==> src/rtl/seg_scan_pkg.sv <==
// Shared types and segment constants for the multiplexed 7-segment scan controller.
package seg_scan_pkg;

    typedef enum logic [1:0] {
        IDLE  = 2'd0,
        BLANK = 2'd1,
        ON    = 2'd2
    } scan_state_e;

    // Segment order is {g,f,e,d,c,b,a}, active-high.
    localparam logic [6:0] SEG_BLANK = 7'h00;
    localparam logic [6:0] SEG_DASH  = 7'h40;
    localparam logic [6:0] SEG_0     = 7'h3F;
    localparam logic [6:0] SEG_1     = 7'h06;
    localparam logic [6:0] SEG_2     = 7'h5B;
    localparam logic [6:0] SEG_3     = 7'h4F;
    localparam logic [6:0] SEG_4     = 7'h66;
    localparam logic [6:0] SEG_5     = 7'h6D;
    localparam logic [6:0] SEG_6     = 7'h7D;
    localparam logic [6:0] SEG_7     = 7'h07;
    localparam logic [6:0] SEG_8     = 7'h7F;
    localparam logic [6:0] SEG_9     = 7'h6F;

endpackage

==> src/rtl/bcd_to_seg7.sv <==
// Combinational BCD to 7-segment decoder; non-decimal codes 10..15 show a dash.
module bcd_to_seg7
    import seg_scan_pkg::*;
(
    input  logic [3:0] bcd_i,
    output logic [6:0] seg_o
);

    always_comb begin
        seg_o = SEG_DASH;
        case (bcd_i)
            4'd0:    seg_o = SEG_0;
            4'd1:    seg_o = SEG_1;
            4'd2:    seg_o = SEG_2;
            4'd3:    seg_o = SEG_3;
            4'd4:    seg_o = SEG_4;
            4'd5:    seg_o = SEG_5;
            4'd6:    seg_o = SEG_6;
            4'd7:    seg_o = SEG_7;
            4'd8:    seg_o = SEG_8;
            4'd9:    seg_o = SEG_9;
            default: seg_o = SEG_DASH;
        endcase
    end

endmodule

==> src/rtl/seg_scan_ctrl.sv <==
// Six-digit (parameterised) display scan controller with per-frame snapshot and per-dwell blanking.
// Optional leading-zero suppression is enabled by defining SEG_SCAN_LZ_BLANK_EN.
module seg_scan_ctrl
    import seg_scan_pkg::*;
#(
    parameter int DIGITS       = 6,
    parameter int PRESCALE_W   = 10,
    parameter int BLANK_CYCLES = 16
) (
    input  logic                  clk,
    input  logic                  hard_reset,
    input  logic                  scan_en,
    input  logic [4*DIGITS-1:0]   bcd_in,
    input  logic [DIGITS-1:0]     dp_in,
    output logic [DIGITS-1:0]     digit_sel,
    output logic [6:0]            seg_out,
    output logic                  dp_out,
    output logic [2:0]            digit_idx,
    output logic                  frame_start
);

    localparam logic [PRESCALE_W-1:0] BLANK_LAST = PRESCALE_W'(BLANK_CYCLES - 1);
    localparam logic [PRESCALE_W-1:0] CNT_LAST   = '1;
    localparam logic [2:0]            IDX_LAST   = 3'(DIGITS - 1);

    scan_state_e             state_q;
    logic [PRESCALE_W-1:0]   cnt_q;
    logic [2:0]              idx_q;
    logic [4*DIGITS-1:0]     snap_bcd_q;
    logic [DIGITS-1:0]       snap_dp_q;
    logic                    frame_start_q;

    logic [PRESCALE_W-1:0]   cnt_d;
    assign cnt_d = cnt_q + PRESCALE_W'(1);

    always_ff @(posedge clk) begin
        if (hard_reset) begin
            state_q       <= IDLE;
            cnt_q         <= '0;
            idx_q         <= '0;
            snap_bcd_q    <= '0;
            snap_dp_q     <= '0;
            frame_start_q <= 1'b0;
        end else begin
            frame_start_q <= 1'b0;
            case (state_q)
                IDLE: begin
                    cnt_q <= '0;
                    idx_q <= '0;
                    if (scan_en) begin
                        state_q       <= BLANK;
                        snap_bcd_q    <= bcd_in;
                        snap_dp_q     <= dp_in;
                        frame_start_q <= 1'b1;
                    end
                end
                BLANK: begin
                    if (!scan_en) begin
                        state_q <= IDLE;
                        cnt_q   <= '0;
                        idx_q   <= '0;
                    end else begin
                        cnt_q <= cnt_d;
                        if (cnt_q == BLANK_LAST) begin
                            state_q <= ON;
                        end
                    end
                end
                ON: begin
                    if (!scan_en) begin
                        state_q <= IDLE;
                        cnt_q   <= '0;
                        idx_q   <= '0;
                    end else begin
                        cnt_q <= cnt_d;
                        if (cnt_q == CNT_LAST) begin
                            state_q <= BLANK;
                            // Snapshot only at the frame boundary so a frame never tears.
                            if (idx_q == IDX_LAST) begin
                                idx_q         <= '0;
                                snap_bcd_q    <= bcd_in;
                                snap_dp_q     <= dp_in;
                                frame_start_q <= 1'b1;
                            end else begin
                                idx_q <= idx_q + 3'd1;
                            end
                        end
                    end
                end
                default: begin
                    state_q <= IDLE;
                    cnt_q   <= '0;
                    idx_q   <= '0;
                end
            endcase
        end
    end

    // Pad to eight slots so the 3-bit index always addresses a full array.
    logic [3:0] digit_arr [8];
    logic [7:0] dp_pad;

    generate
        for (genvar gi = 0; gi < 8; gi++) begin : g_pad
            if (gi < DIGITS) begin : g_real
                assign digit_arr[gi] = snap_bcd_q[4*gi +: 4];
                assign dp_pad[gi]    = snap_dp_q[gi];
            end else begin : g_zero
                assign digit_arr[gi] = 4'd0;
                assign dp_pad[gi]    = 1'b0;
            end
        end
    endgenerate

    logic       lit;
    logic [3:0] cur_bcd;
    logic [6:0] seg_raw;
    logic       lz_hit;

    assign lit     = (state_q == ON);
    assign cur_bcd = digit_arr[idx_q];

    bcd_to_seg7 u_dec (
        .bcd_i (cur_bcd),
        .seg_o (seg_raw)
    );

`ifdef SEG_SCAN_LZ_BLANK_EN
    logic [7:0] zero_above;
    logic [7:0] lz_mask;

    generate
        for (genvar gi = 0; gi < 8; gi++) begin : g_lz
            if (gi == 7) begin : g_top
                assign zero_above[gi] = 1'b1;
            end else begin : g_chain
                assign zero_above[gi] = zero_above[gi+1] && (digit_arr[gi+1] == 4'd0);
            end
            if (gi == 0) begin : g_lsd
                assign lz_mask[gi] = 1'b0;
            end else begin : g_upper
                assign lz_mask[gi] = zero_above[gi] && (digit_arr[gi] == 4'd0);
            end
        end
    endgenerate

    assign lz_hit = lz_mask[idx_q];
`else
    assign lz_hit = 1'b0;
`endif

    generate
        for (genvar gi = 0; gi < DIGITS; gi++) begin : g_sel
            assign digit_sel[gi] = lit && (idx_q == 3'(gi));
        end
    endgenerate

    assign seg_out     = (lit && !lz_hit) ? seg_raw : SEG_BLANK;
    assign dp_out      = lit && dp_pad[idx_q];
    assign digit_idx   = idx_q;
    assign frame_start = frame_start_q;

endmodule

==> config.mk <==
export PLATFORM = sky130hd
export DESIGN_NAME = seg_scan_ctrl
export DESIGN_NICKNAME = d
export VERILOG_FILES = /design/src/rtl/seg_scan_pkg.sv /design/src/rtl/bcd_to_seg7.sv /design/src/rtl/seg_scan_ctrl.sv
export SDC_FILE = /design/constraint.sdc
export NUM_CORES = 1
export LEC_CHECK = 0
export CORE_MARGIN = 5
export CORE_UTILIZATION = 40
export DETAILED_ROUTE_END_ITERATION = 10
export RECOVER_POWER = 100
export SLEW_MARGIN = 20
export SYNTH_ARGS = -nofsm -noshare
export SYNTH_HDL_FRONTEND = slang
export SYNTH_HIERARCHICAL = 1
export SYNTH_SLANG_ARGS = --single-unit
==> constraint.sdc <==
create_clock -name clk -period 4.25 [get_ports clk]
set_clock_uncertainty 0.1 [all_clocks]
set_input_delay 1.275 -clock clk [delete_from_list [all_inputs] [get_ports clk]]
set_output_delay 1.275 -clock clk [all_outputs]
set_load 0.005 [all_outputs]
# After elaboration in Yosys (flattened, before gate mapping)
# Memories as Yosys holds them, arrays and structs flattened.
# Index checks and enable logic that the tools add are counted.
op_classes:
  n_addsub: 2
  mul: 0
  div: 0
  n_lt_le_gt_ge: 2
  eq_ne: 16
  n_shift: 0
  n_mux: 32
  bitwise: 3
  n_reduce_logical: 15
op_table:
  columns: ["cell", "count"]
  rows:
  - ["$mux W24", 4]
  - ["$pmux W24 S2", 1]
  - ["$mux W6", 4]
  - ["$bmux W4 S3", 1]
  - ["$mux W3", 4]
  - ["$pmux W6 S2", 1]
  - ["$add A10 B1 Y10 const B", 1]
  - ["$eq A10 B10 Y1 const B", 1]
  - ["$eq A10 B4 Y1 const B", 1]
  - ["$mux W2", 5]
  - ["$mux W4", 2]
  - ["$logic_and A1 B1 Y1", 7]
  - ["$mux W7", 1]
  - ["$eq A3 B2 Y1 const B", 2]
  - ["$eq A3 B3 Y1 const B", 2]
  - ["$ne A2 B2 Y1 const B", 3]
  - ["$pmux W2 S3", 1]
  - ["$pmux W3 S2", 1]
  - ["$mux W1", 5]
  - ["$reduce_and A5 Y1", 1]
  - ["$ge A4 B4 Y1 const B", 1]
  - ["$lt A3 B4 Y1 const B", 1]
  - ["$ne A2 B1 Y1 const B", 2]
  - ["$not A3 Y4", 1]
  - ["other kinds (16)", 17]
word_totals:
  reg_bits: 46
  latch_bits: 0
  mem_bits_rw: 0
  rom_bits: 112
  inputBits: 33
  elab_cells: 77
  memories: 1
memory_table:
  columns: ["memory", "words", "width", "read_ports", "rd_ports_with_merged_regs", "wr", "line", "text"]
  rows:
  - ["(no name shown)", 16, 7, 1, 0, 0, "bcd_to_seg7.sv:11", "case (bcd_i)"]

# Longest topological paths before layout
# Gate-level depths: netlist of run 1.
# An unclocked memory read counts as a cell.
depth:
  word_depth: 6
  ltp_mapped: 9
  ltp_nobuf: 8

# Modules after synthesis
# Netlist of run 1, hierarchy kept.
modules_own_cells:
  columns: ["module", "n_inst", "cells_each", "area_each_um2"]
  rows:
  - ["seg_scan_ctrl", 1, 265, 2230.9]
  - ["bcd_to_seg7", 1, 29, 227.7]

# Least setup slack after synthesis of run 1
# Ideal clock, no wire load.
synth_path:
  path_kind: "flip-flop to output port"
  startpoint: "register idx_q[0], in the netlist digit_idx[0]"
  endpoint: "output port seg_out[0]"
  arrival_ps: 2300
  required_ps: 2875
  slack_ps: 575
  stages_incl_launch_ff: 10
  path_cell_list: "dfxtp_1 > buf_2 > buf_2 > mux2i_1 > o21ai_0 > inv_1 > ha_1 > mux2_2 > o22ai_1 > and2_1"
synth_via:
  elab_chain_cells: 6
synth_rtl:
  columns: ["item", "line", "text"]
  rows:
  - ["from (decl)", "seg_scan_ctrl.sv:28", "logic [2:0] idx_q;"]
  - ["from (signal assigned)", "seg_scan_ctrl.sv:85", "idx_q <= idx_q + 3'd1;"]
  - ["$not A3 Y4 (implied by the code)", "seg_scan_ctrl.sv:121", "assign cur_bcd = digit_arr[idx_q];"]
  - ["$bmux W4 S3", "seg_scan_ctrl.sv:121", null]
  - ["$mux W4 (implied by the code) (2 in a row)", "seg_scan_ctrl.sv:121", null]
  - ["named net cur_bcd[1]", "seg_scan_ctrl.sv:116", "logic [3:0] cur_bcd;"]
  - ["$mem_v2 Z16 W7", null, null]
  - ["named net seg_raw[0]", "seg_scan_ctrl.sv:117", "logic [6:0] seg_raw;"]
  - ["$mux W7", "seg_scan_ctrl.sv:158", "assign seg_out = (lit && !lz_hit) ? seg_raw : SEG_BLANK;"]
  - ["to (decl)", "seg_scan_ctrl.sv:16", "output logic [6:0] seg_out,"]
# The timed path passes the listed nets, and every way through them passes these cells. The select of a mux whose other input is x is not followed.

# Worst setup path after layout of run 1
layout_path:
  startpoint: "register idx_q[0], in the netlist digit_idx[0]"
  endpoint: "output port seg_out[5]"
# Same word-level chain as after synthesis.

==> metrics.cfg, run 1 <==
[sta]
final.setup.tns_ns = 0
clock.fmax_mhz = 243
worst_pin_slew_ns = 1.01
whs_ns = 0.354
slew_violations = 0
min_period_ns = 4.11
rsz0062_at_grt = false
fin_crit_sh_pct = 96.7
slew_headroom_pct = 32.8
hold_viol_final = 0
setup_ws_ns = 0.142
finalSetupViolCount = 0

[detailed_routing]
wl_um = 5550
ant_nets = 0
drtIter0Drc = 89
detail_route.vias_per_cell = 5.04
vias = 2105
firstDrtPassIters = 4
drc = 0
avgRoutedWirePerCell_um = 13.3

[cts]
clock-root-buffer = clkbuf_8
cts_tree = built
hold_buffers = 0
ctsHtreeMaxLevel = 2
post_cts_buffers = 0
clockBufferDepth = 2
cts_buffers = 5
cts_resized = 0
cts.sinks = 46
clk_pin_slew_ns = 0.10
clk_latency_ns = 0.30

[final_layout]
design_area_um2 = 3090
finish.utilization_pct = 51.8
final_nets = 387
final_cell_mix = nand2_1, dfxtp_1, clkdlybuf4s50_1
layout_commonest_cell = nand2_1
fillers = 609
syn2layout_area_growth_pct = 25.6
drive_gt1_share_pct = 8.75
fin_cells = 418
diodes = 0

[yosys]
synth_cell_types = 45
synth.avg_cell_area_um2 = 8.36
yosys_warnings = 6
ys.flop_type = dfxtp_1
synth_edf_count = 0
synth-seq-cells = 46
seq_area_frac_synth_pct = 37.5
synth_nets = 339
synthArstFlopShare_pct = 0
syn_area_um2 = 2460
postSynthCellCount = 294

[place]
place_congestion = 0.777
dp_hpwl_um = 4060
post-place-cells = 410
post_dp_cell_area_um2 = 3000
numPortBuffers = 50
place_ws_ns = 0.376

[grt]
grt_max_degree = 39
grt_pass1_vias = 1968
antenna_found_initial = 0
grt_usage_pct = 15.1
grt_overflow = 0
grt_pass1_wl_um = 9320
use_met3_pct = 3.07
use_met1_pct = 21.6
grt-busiest-layer = met2
grt_use_met2_pct = 23.2

[floorplan]
start_util_pct = 41.3
io-pin-count = 51
dieArea_um2 = 7810
die_y_um = 88.4
die_w_um = 88.4
rows = 28
coreArea_um2 = 5960

[pwr]
p_total_mw = 1.15
p_leak_nw = 1.13
powerDensity_nw_per_um2 = 373
irDropWorstVdd_v = 0.000162

[critical_path]
arrival_ns = 2.73
crit_chain = buf_4, mux4_2, nand2_1, o21ai_0, clkbuf_2, o31a_1, and2_1, clkdlybuf4s50_1
endpoint_kind = output pin
crit_required_ns = 2.87
worstSetupPathType = reg -> out
slowest_delay_ns = 0.50
crit_slowest_cell = mux4_2
crit_fanout = 9
crit_path_start_kind = flop

[worst_hold_path]
hp-class = reg -> reg

[run]
cap_violations = 0

[run_status]
status = finished, final reports clean

[cell families after synthesis]
family | after synthesis | share of synthesized area, %
compound gates | 57 | 14.2
xor+xnor | 7 | 2.49
fa+ha+maj | 12 | 6.11
buf+inv | 25 | 5.65
flops | 46 | 37.5
mux | 13 | 7.94
simple gates | 134 | 26.2
[synth_stat cells, types with 2 or more instances]
master | instances | area share (%)
nand2b_1 | 3 | 0.76
and4_1 | 2 | 0.71
ha_1 | 12 | 6.1
nor3_1 | 7 | 1.4
o31ai_1 | 3 | 0.92
nand3_1 | 3 | 0.61
nor4_1 | 2 | 0.51
xor2_1 | 3 | 1.1
and2_1 | 12 | 3.1
and3_1 | 3 | 0.76
nand4_1 | 3 | 0.76
buf_6 | 5 | 2.3
xnor2_1 | 4 | 1.4
dfxtp_1 | 46 | 37
mux2_2 | 2 | 0.92
nor2_1 | 9 | 1.4
inv_1 | 7 | 1.1
a21oi_1 | 32 | 6.5
nor3b_1 | 2 | 0.61
nor2b_1 | 4 | 1.0
o22ai_1 | 4 | 1.0
a31o_2 | 2 | 0.71
mux2i_1 | 6 | 2.4
o21ai_0 | 8 | 1.6
buf_2 | 6 | 1.2
a21o_1 | 2 | 0.61
nand2_1 | 76 | 12
mux4_2 | 5 | 4.6
clkbuf_1 | 5 | 0.76
[state kept, by name, indices dropped and copies added, names as in the netlist]
signal	flops
cnt_q	10
digit_idx	3
frame_start	1
snap_bcd_q	24
snap_dp_q	6
state_q	2
[routing by layer]
metal / vias to the layer above / wire length [µm]
li1: 1101 / -
met1: 953 / 2830
met2: 46 / 2360
met3: 5 / 292
met4: 0 / 55
met5: - / 0
[critical path, delay by kind of cell, from the launching register on]
family          cells  cell delay (ns)
simple gates        2             0.24
buf+inv             3             0.83
flops               1             0.41
compound gates      2             0.45
mux                 1             0.50
[cell type report]
class | count | area (µm²) | area share, %
multi-input cells | 223 | 1390 | 45.1
flip-flops and latches | 46 | 923 | 29.9
repair buffers | 58 | 554 | 17.9
well taps | 75 | 93.8 | 3.04
clock buffers | 5 | 68.8 | 2.23
inverters | 8 | 30.0 | 0.972
clock inverters | 3 | 23.8 | 0.770
[report_power, final]
| group | total (mW) | switching, mW | internal [mW] |
|---|---|---|---|
| logic | 0.357 | 0.191 | 0.166 |
| registers | 0.518 | 0.0302 | 0.488 |
| clock network | 0.278 | 0.160 | 0.118 |
[final timing paths]
kind	start	endpoint	slack (ns)	cells past startpoint
worst max-delay path	digit_idx[0]	seg_out[5]	0.14	8
worst min-delay path	cnt_q[0]	cnt_q[0]	0.35	1
worst max register to register	state_q[0]	snap_bcd_q[0]	1.61	6
worst min register to register	cnt_q[0]	cnt_q[0]	0.35	1
Note: power is estimated with default switching activity, not from simulation.
==> run 2: changes to the inputs <==
--- a/config.mk
+++ b/config.mk
@@ -8,6 +8,7 @@
 export CORE_MARGIN = 5
 export CORE_UTILIZATION = 40
 export DETAILED_ROUTE_END_ITERATION = 10
+export MAX_ROUTING_LAYER = met4
 export RECOVER_POWER = 100
 export SLEW_MARGIN = 20
 export SYNTH_ARGS = -nofsm -noshare
==> run 2 against run 1 <==
Combinational power about the same. Critical endpoint unchanged. First-iteration DRC count up 7.9%. Final cell count unchanged. Non-clock buffer count unchanged. Die area unchanged. Power down 0.16%. Wire length about the same. Global-route usage up 0.52 points.
==> metrics.cfg, run 2 (synthesis gave the netlist of run 1 again) <==
[cts]
ctsHtreeMaxLevel = 2
clock-root-buffer = clkbuf_8
cts_buffers = 5
post_cts_buffers = 0
cts.sinks = 46
clockBufferDepth = 2
clk_latency_ns = 0.30
cts_tree = built
clk_pin_slew_ns = 0.09

[final_layout]
final_cell_mix = nand2_1, dfxtp_1, clkdlybuf4s50_1
regMostFlops = snap_bcd_q
syn2layout_area_growth_pct = 25.6
layout_commonest_cell = nand2_1
reg_top3 = snap_bcd_q: 24 flops, cnt_q: 10 flops, snap_dp_q: 6 flops
drive_gt1_share_pct = 8.75
diodes = 0
largest_reg_flops = 24
final_nets = 387

[detailed_routing]
vias = 2099
ant_nets = 0
drtIter0Drc = 96
wl_um = 5540
detail_route.vias_per_cell = 5.02
drc = 0
firstDrtPassIters = 4
avgRoutedWirePerCell_um = 13.3

[pwr]
powerDensity_nw_per_um2 = 373
p_leak_nw = 1.13
clkPwrFrac_pct = 24.0
switching_share_pct = 33.0
p_sw_mw = 0.380
power_frac_comb_pct = 31.0
irDropWorstVdd_v = 0.000161
seqPwrFrac_pct = 45.0
p_total_mw = 1.15
p_int_mw = 0.771

[grt]
antenna_found_initial = 0
grt_max_degree = 39
grt_pass1_vias = 1959
grt_pass1_wl_um = 9360
grt_overflow = 0
grt_usage_pct = 15.6

[floorplan]
coreArea_um2 = 5960
die_y_um = 88.4
io-pin-count = 51
dieArea_um2 = 7810
rows = 28
start_util_pct = 41.3
die_w_um = 88.4

[critical_path]
endpoint_kind = output pin
crit_fanout = 9
crit_required_ns = 2.87
reg2reg_to = snap_bcd_q[0]
reg2reg_depth = 6
arrival_ns = 2.73
crit_path_start_kind = flop
worstSetupPathType = reg -> out
rrSetupSlack_ns = 1.64
r2r-start = state_q[0]

[sta]
worst_pin_slew_ns = 1.00
slew_headroom_pct = 33.3
clock.fmax_mhz = 244
min_period_ns = 4.10
fin_crit_sh_pct = 96.6
hold_viol_final = 0
setup_ws_ns = 0.146
rsz0062_at_grt = false
slew_violations = 0
final.setup.tns_ns = 0
finalSetupViolCount = 0

[worst_hold_path]
worstHoldPathCells = 1
hp-start = cnt_q[0]
hold_end = cnt_q[0]
hp-class = reg -> reg

[place]
numPortBuffers = 50
dp_hpwl_um = 4060
place_ws_ns = 0.376
place_congestion = 0.787

[run_status]
status = finished, final reports clean

[run]
cap_violations = 0

## run 2: cell counts in the layout (fill, tap and decap cells not counted)
Identical to the previous run, type by type.
## run 2: repair_timing
action,4_1_cts,5_1_grt
hold buffers,0,0
gates resized for setup,0,3
endpoints found under the setup margin,0,7
## run 2: through the flow
step                std cells  util (%)  instance area (µm²)  hold WS, ns
global route              418      51.8                 3090        0.380
global placement          410      50.4                 3000        0.332
detailed placement        410      50.4                 3000        0.343
finish                    418      51.8                 3090        0.354
CTS                       418      52.0                 3100        0.360
floorplan                 294         -                 2460        0.318
## run 2: worst max-delay path, stage by stage (launching register included)
cell and delay [ns]:
dfxtp_2 0.41, buf_4 0.19, mux4_2 0.50, nand2_1 0.09, o21ai_0 0.14, clkbuf_2 0.20, o31a_1 0.31, and2_1 0.15
clkdlybuf4s50_1 0.43
## run 2: power groups by stage
stage               Clock (mW)  Combinational [mW]  Sequential [mW]
floorplan                    0               0.277            0.518
global placement             0               0.358            0.529
detailed placement           0               0.362            0.529
CTS                      0.284               0.364            0.518
global route             0.306               0.407            0.526
finish                   0.276               0.357            0.518
## run 2: worst max-delay path by stage
stage | from | to | slack, ns | depth (start not counted)
finish | digit_idx[0] | seg_out[5] | 0.15 | 8
global route | digit_idx[0] | seg_out[2] | 0.006 | 8
CTS | digit_idx[0] | seg_out[0] | 0.03 | 8
detailed placement | digit_idx[0] | seg_out[0] | 0.38 | 8
global placement | digit_idx[0] | seg_out[3] | 0.41 | 8
floorplan | digit_idx[0] | seg_out[0] | 0.58 | 9
## run 2: layer usage
| metal | track usage [%] | wire length [µm] |
|---|---|---|
| met5 | - | 0 |
| met4 | 3.71 | 56 |
| met3 | 3.07 | 255 |
| met2 | 23.0 | 2390 |
| met1 | 21.9 | 2840 |
## run 2: layout make-up
class	count	area, µm²
well taps	75	93.8
fillers	609	2870
clock inverters	3	23.8
inverters	8	30.0
flip-flops and latches	46	923
clock buffers	5	68.8
repair buffers	58	554
multi-input cells	223	1390
